$ cat src/rtl/pipe_ctrl_pkg.sv
// rtl/pipe_ctrl_pkg.sv - shared constants and types for the pipeline hazard/flow controller
// Contents:
//   ADDR_W, MEM_CODE_W     : bus widths seen by pipe_ctrl
//   MEM_CODE_*             : data-memory response codes
//   mem_state_e            : 2-bit memory wait FSM encoding
//   DEF_*                  : default pipeline geometry (FE=0 .. WB=4)
package pipe_ctrl_pkg;

   localparam int ADDR_W     = 32;
   localparam int MEM_CODE_W = 2;

   localparam logic [MEM_CODE_W-1:0] MEM_CODE_IDLE = 2'd0;
   localparam logic [MEM_CODE_W-1:0] MEM_CODE_BUSY = 2'd1;
   localparam logic [MEM_CODE_W-1:0] MEM_CODE_DONE = 2'd2;
   localparam logic [MEM_CODE_W-1:0] MEM_CODE_ERR  = 2'd3;

   typedef enum logic [1:0] {
      MEM_IDLE  = 2'd0,
      MEM_WAIT  = 2'd1,
      MEM_FAULT = 2'd2
   } mem_state_e;

   localparam int DEF_STAGES   = 5;
   localparam int DEF_ID_STAGE = 1;
   localparam int DEF_EX_STAGE = 2;
   localparam int DEF_ME_STAGE = 3;

endpackage

$ cat src/rtl/sat_counter.sv
// rtl/sat_counter.sv - up counter that sticks at all-ones
// Ports:
//   clk   : clock
//   clr   : synchronous active-high clear
//   en    : count this cycle
//   count : current value, saturates at 2^WIDTH-1
module sat_counter #(
   parameter int WIDTH = 32
) (
   input  logic             clk,
   input  logic             clr,
   input  logic             en,
   output logic [WIDTH-1:0] count
);

   always_ff @(posedge clk) begin
      if (clr) begin
         count <= '0;
      end else if (en && (count != '1)) begin
         count <= count + WIDTH'(1);
      end
   end

endmodule

$ cat src/rtl/pipe_ctrl.sv
// rtl/pipe_ctrl.sv - per-stage valid/stall/clear generation for the in-order pipeline
// Ports:
//   clk, clr                         : clock, synchronous active-high reset
//   i_fetch_valid                    : FE presents an instruction
//   i_load_use                       : ID load-use hazard
//   i_branch_taken, i_branch_addr    : EX resolved taken branch and its target
//   i_mem_req, i_mem_code            : data-memory response status for the ME instruction
//   o_stall, o_clr, o_valid          : per-stage hold, bubble and occupancy
//   o_redirect, o_redirect_addr      : FE PC load
//   o_fault                          : sticky memory fault
//   o_retired, o_stall_cycles        : saturating performance counters
module pipe_ctrl
   import pipe_ctrl_pkg::*;
#(
   parameter int STAGES      = DEF_STAGES,
   parameter int ID_STAGE    = DEF_ID_STAGE,
   parameter int EX_STAGE    = DEF_EX_STAGE,
   parameter int ME_STAGE    = DEF_ME_STAGE,
   parameter int IMEM_LAT    = 1,
   parameter int MEM_TIMEOUT = 16,
   parameter int CNT_W       = 32
) (
   input  logic                  clk,
   input  logic                  clr,
   input  logic                  i_fetch_valid,
   input  logic                  i_load_use,
   input  logic                  i_branch_taken,
   input  logic [ADDR_W-1:0]     i_branch_addr,
   input  logic                  i_mem_req,
   input  logic [MEM_CODE_W-1:0] i_mem_code,
   output logic [STAGES-1:0]     o_stall,
   output logic [STAGES-1:0]     o_clr,
   output logic [STAGES-1:0]     o_valid,
   output logic                  o_redirect,
   output logic [ADDR_W-1:0]     o_redirect_addr,
   output logic                  o_fault,
   output logic [CNT_W-1:0]      o_retired,
   output logic [CNT_W-1:0]      o_stall_cycles
);

   // wait counter holds up to MEM_TIMEOUT with headroom for the +1 compare
   localparam int CW = $clog2(MEM_TIMEOUT) + 2;
   localparam logic [3:0] SHADOW_LOAD = 4'(IMEM_LAT);

   mem_state_e        state_q, state_n;
   logic [CW-1:0]     cnt_q, cnt_n;
   logic              mem_stall;
   logic              do_fault, do_branch;
   logic [3:0]        shadow_q;
   logic [STAGES-1:0] valid_q;
   logic [STAGES-1:0] shifted;
   logic              fetch_ok;
   logic              mem_start;

   assign mem_start = i_mem_req && valid_q[EX_STAGE];

   always_ff @(posedge clk) begin
      if (clr) begin
         state_q <= MEM_IDLE;
         cnt_q   <= '0;
      end else begin
         state_q <= state_n;
         cnt_q   <= cnt_n;
      end
   end

   // the stall is raised in the same cycle BUSY is first seen, and dropped
   // in the same cycle DONE arrives, so the FSM only tracks the cycles between
   always_comb begin
      state_n   = state_q;
      cnt_n     = cnt_q;
      mem_stall = 1'b0;
      case (state_q)
         MEM_IDLE: begin
            if (mem_start && (i_mem_code == MEM_CODE_BUSY)) begin
               state_n   = MEM_WAIT;
               cnt_n     = CW'(1);
               mem_stall = 1'b1;
            end else if (mem_start && (i_mem_code == MEM_CODE_ERR)) begin
               state_n = MEM_FAULT;
            end
         end
         MEM_WAIT: begin
            if (i_mem_code == MEM_CODE_DONE) begin
               state_n = MEM_IDLE;
               cnt_n   = '0;
            end else begin
               mem_stall = 1'b1;
               if ((i_mem_code == MEM_CODE_ERR) ||
                   ((cnt_q + CW'(1)) >= CW'(MEM_TIMEOUT))) begin
                  state_n = MEM_FAULT;
               end else begin
                  cnt_n = cnt_q + CW'(1);
               end
            end
         end
         MEM_FAULT: begin
            state_n = MEM_FAULT;
         end
         default: begin
            state_n = MEM_IDLE;
            cnt_n   = '0;
         end
      endcase
   end

   assign do_fault  = (state_q == MEM_FAULT);
   assign do_branch = i_branch_taken && valid_q[ID_STAGE] && !mem_stall && !do_fault;

   // stall masks are prefixes; the first unstalled stage gets a bubble
   always_comb begin
      o_stall    = '0;
      o_clr      = '0;
      o_redirect = 1'b0;
      for (int k = 0; k < STAGES; k++) begin
         if (do_fault) begin
            o_stall[k] = 1'b1;
         end else if (mem_stall) begin
            o_stall[k] = (k <= ME_STAGE);
            o_clr[k]   = (k == ME_STAGE + 1);
         end else if (do_branch) begin
            o_clr[k] = (k >= ID_STAGE) && (k < EX_STAGE);
         end else if (i_load_use) begin
            o_stall[k] = (k <= ID_STAGE);
            o_clr[k]   = (k == ID_STAGE + 1);
         end
      end
      o_redirect = do_branch;
      if (clr) begin
         o_stall    = '0;
         o_clr      = '1;
         o_redirect = 1'b0;
      end
   end

   assign o_redirect_addr = i_branch_addr;
   assign o_fault         = do_fault;

   // fetch data still in flight from the old PC is dropped while shadow != 0
   always_ff @(posedge clk) begin
      if (clr) begin
         shadow_q <= '0;
      end else if (do_branch) begin
         shadow_q <= SHADOW_LOAD;
      end else if (shadow_q != 4'd0) begin
         shadow_q <= shadow_q - 4'd1;
      end
   end

   assign fetch_ok = i_fetch_valid && (shadow_q == 4'd0);
   assign shifted  = {valid_q[STAGES-2:0], fetch_ok};

   always_ff @(posedge clk) begin
      if (clr) begin
         valid_q <= '0;
      end else begin
         valid_q <= ~o_clr & ((o_stall & valid_q) | (~o_stall & shifted));
      end
   end

   assign o_valid = valid_q;

   sat_counter #(.WIDTH(CNT_W)) u_retired (
      .clk   (clk),
      .clr   (clr),
      .en    (valid_q[STAGES-1]),
      .count (o_retired)
   );

   sat_counter #(.WIDTH(CNT_W)) u_stall_cycles (
      .clk   (clk),
      .clr   (clr),
      .en    (o_stall[0]),
      .count (o_stall_cycles)
   );

endmodule

$ cat config.mk
export PLATFORM = sky130hd
export DESIGN_NAME = pipe_ctrl
export DESIGN_NICKNAME = d
export VERILOG_FILES = /design/src/rtl/pipe_ctrl_pkg.sv /design/src/rtl/sat_counter.sv /design/src/rtl/pipe_ctrl.sv
export SDC_FILE = /design/constraint.sdc
export NUM_CORES = 1
export LEC_CHECK = 0
export BUFFER_PORTS_ARGS = -buffer_cell sky130_fd_sc_hd__clkbuf_2
export CAP_MARGIN = 20
export CORE_MARGIN = 3
export CORE_UTILIZATION = 45
export DETAILED_ROUTE_END_ITERATION = 12
export GPL_TIMING_DRIVEN = 0
export PLACE_DENSITY = 0.78
export SYNTH_ARGS = -nofsm -noshare
export SYNTH_HDL_FRONTEND = slang
export SYNTH_SLANG_ARGS = --single-unit
$ cat constraint.sdc
create_clock -name clk -period 2.35 [get_ports clk]
set_input_delay 0.1175 -clock clk [delete_from_list [all_inputs] [get_ports clk]]
set_output_delay 0.1175 -clock clk [all_outputs]
set_load 0.05 [all_outputs]
==> impl_metrics.py <==
metrics = {
    "hold_path": {
        "hp-class": "input pin to register",
    },
    "floorplan": {
        "die_w_um": 108.1,
        "rows": 36,
        "start_util_pct": 47.15,
        "core_area_mm2": 0.009955,
        "ios": 153,
        "die_y_um": 108.1,
        "die_area_mm2": 0.01169,
    },
    "sta": {
        "rsz0062_at_grt": "no",
        "drv_slew": 0,
        "period_share_pct": 94.77,
        "tightest_slew_ps": 744.5,
        "fin_skew_ps": 12.22,
        "max_freq_ghz": 0.4490,
        "setup_viol": 0,
        "worst_hold_slack_ps": 63.57,
        "hold_violations": 0,
        "min_period_ps": 2227,
        "relSlewSlack_pct": 49.91,
    },
    "logic_synthesis": {
        "synth_common_cells": "dfxtp_1, a21oi_1, nor2_1",
        "synth.cell_area_mm2": 0.004693,
        "ys.warnings.count": 0,
        "syn-mean-instance-area_um2": 8.564,
        "yosysUniqueCellTypes": 67,
        "synth_edf_count": 0,
        "synth_seq_cells": 81,
        "synth_area_leaders": "dfxtp_1, buf_4, a21oi_1, o31ai_1, or4_1",
        "yosys.area.top_type": "dfxtp_1",
        "synth.net_count": 593,
        "yosysTopAreaCellShare_pct": 34.55,
        "async_flop_share_pct": 0,
        "yosysSeqAreaShare_pct": 34.55,
        "ys.flop_type": "dfxtp_1",
        "synth_most_common_cell": "dfxtp_1",
        "syn_inst": 548,
    },
    "global_routing": {
        "antenna_found_initial": 0,
        "grt_pass1_vias": 4428,
        "grtUsageTotal_pct": 21.95,
        "grt-ovfl-total": 0,
        "grt_max_degree": 15,
        "grt_first_pass_wirelength_um": 20980,
    },
    "run_status": {
        "status": "finished, final reports clean",
    },
    "cells_and_area": {
        "final_layout_size_suffix_gt1_share_pct": 32.32,
        "post-route-util_pct": 58.13,
        "antenna_cells": 0,
        "fin_nets": 730,
        "fillers": 878,
        "final_area_mm2": 0.005787,
        "area_growth_pct": 23.30,
    },
    "clock_network": {
        "cts-root-buf": "clkbuf_8",
        "cts_buffer_depth": 2,
        "htreeDepth": 3,
        "clkTransAtPathRegs_ps": 90,
        "cts-buffers-inserted": 9,
        "cts_sinks": 81,
        "cts_tree": "built",
        "clock_latency_ps": 350,
    },
    "worst_setup_path": {
        "worstPathArrival_ps": 2510,
        "crit_path_frequent_cell": "buf_4",
        "cp_cell_sequence": "buf_2, nand2b_4, a31oi_4, o31ai_4, buf_4, buf_4, or4_1, a21oi_1",
        "cp_top_family": "compound AO/OA/AOI/OAI gates",
        "cpMaxStageDelayCell": "or4_1",
        "worst-path-max-fanout": 9,
        "criticalPathCategory": "register to register",
        "start_kind": "register",
        "slowest_delay_ps": 540,
        "worstPathRequired_ps": 2640,
        "crit_buf_inv": 3,
        "worstSetupEndpointType": "register",
    },
    "detailed_routing": {
        "ant_nets": 0,
        "drcViolationCount": 0,
        "detail_route.first_pass.iterations": 5,
        "wirelength_um": 13220,
        "via_per_inst": 5.870,
        "dr_total_vias": 4831,
        "wl_per_cell_um": 16.06,
        "first_iter_violations": 281,
    },
    "pwr": {
        "power_leakage_nw": 2.275,
        "ir_drop_mv": 0.4651,
        "power_density_mw_per_mm2": 536.2,
    },
    "run": {
        "drv_cap": 0,
    },
    "place": {
        "hpwl_um": 9880,
        "numPortBuffers": 119,
        "place_area_mm2": 0.005458,
        "place_congestion": 0.8876,
    },
}
==> layer usage <==
layer	GRT usage, %	up-vias	wire [um]
met5	0	-	0
met4	9.919	0	279
met3	3.821	30	993
met2	36.77	195	6362
met1	27.60	2294	5584
li1	-	2312	-
==> layout by cell type (no fill, tap or decap), types with 4 or more instances in the layout <==
| cell type | instances |
|---|---|
| clkbuf_8 | 9 |
| nand2_1 | 27 |
| o21ai_1 | 10 |
| or4_1 | 25 |
| nand4_1 | 20 |
| nor3b_1 | 4 |
| clkbuf_1 | 10 |
| o211ai_1 | 4 |
| o21ai_0 | 11 |
| ha_1 | 5 |
| nor3_4 | 4 |
| nor4_1 | 11 |
| mux2_1 | 13 |
| and4_1 | 8 |
| xnor2_1 | 8 |
| o31ai_1 | 26 |
| dfxtp_1 | 79 |
| or3_1 | 14 |
| nor2b_1 | 11 |
| nor2_1 | 42 |
| nand3_1 | 26 |
| buf_2 | 7 |
| inv_1 | 17 |
| buf_4 | 48 |
| clkbuf_2 | 116 |
| a21oi_1 | 44 |
| or2_2 | 5 |
| nor3_1 | 9 |
==> through the flow <==
stage | TNS (ps) | setup WS (ps) | std cells | power (mW)
6_report | 0 | 122.9 | 823 | 3.103
5_1_grt | 0 | 2.443 | 823 | 3.242
4_1_cts | 0 | 2.411 | 820 | 3.110
3_5_place_dp | 0 | 52.28 | 800 | 1.985
3_3_place_gp | 0 | 123.2 | 800 | 1.965
2_1_floorplan | -241.1 | -241.1 | 548 | 1.876
==> timing repair <==
action	CTS	global route
setup endpoints to repair	4	18
resized for setup	3	12
setup buffers	3	4
endpoints found under the hold margin	1	0
hold buffers	1	0
pin swaps	2	4
gates cloned	0	0
==> state kept, by name, summed over array words and instances (netlist names) <==
| signal | count |
|---|---|
| u_retired.count | 32 |
| cnt_q | 6 |
| o_valid | 5 |
| state_q | 2 |
| shadow_q | 4 |
| u_stall_cycles.count | 32 |
==> final cells by class <==
type                       instances  area [um2]  share of cell area, %
timing repair buffer             127       665.6                  11.50
inverter                          17       63.81                  1.103
clock inverter                     7       95.09                  1.643
tap                              133       166.4                  2.876
clock buffer                       9       123.9                  2.141
multi-input combinational        390        2646                  45.73
buffer                            59       399.1                  6.897
sequential                        81        1627                  28.11
==> power breakdown <==
group          internal (mW)  switching [mW]  leakage [nW]
registers               1.41          0.0297         0.655
clock network          0.598           0.542         0.109
logic                  0.177           0.347          1.51
total                   2.18           0.919          2.28
==> final timing paths <==
kind | start | to | slack, ps | depth (start not counted)
setup / recovery | state_q[1] | u_stall_cycles.count[31] | 120 | 8
hold / removal | i_mem_code[1] | state_q[0] | 60 | 2
setup reg to reg | state_q[1] | u_stall_cycles.count[31] | 120 | 8
hold reg to reg | cnt_q[4] | cnt_q[4] | 500 | 1
==> cell families after synthesis <==
family	Yosys count	synth area share, %
adder cells (fa/ha/maj)	5	1.333
flip-flops	81	34.55
buffers and inverters	77	9.811
multiplexers	16	3.759
XOR/XNOR	11	2.053
AND/OR/NAND/NOR	231	29.57
AO/OA/AOI/OAI	127	18.93
Note: power is estimated with default switching activity, not from simulation.
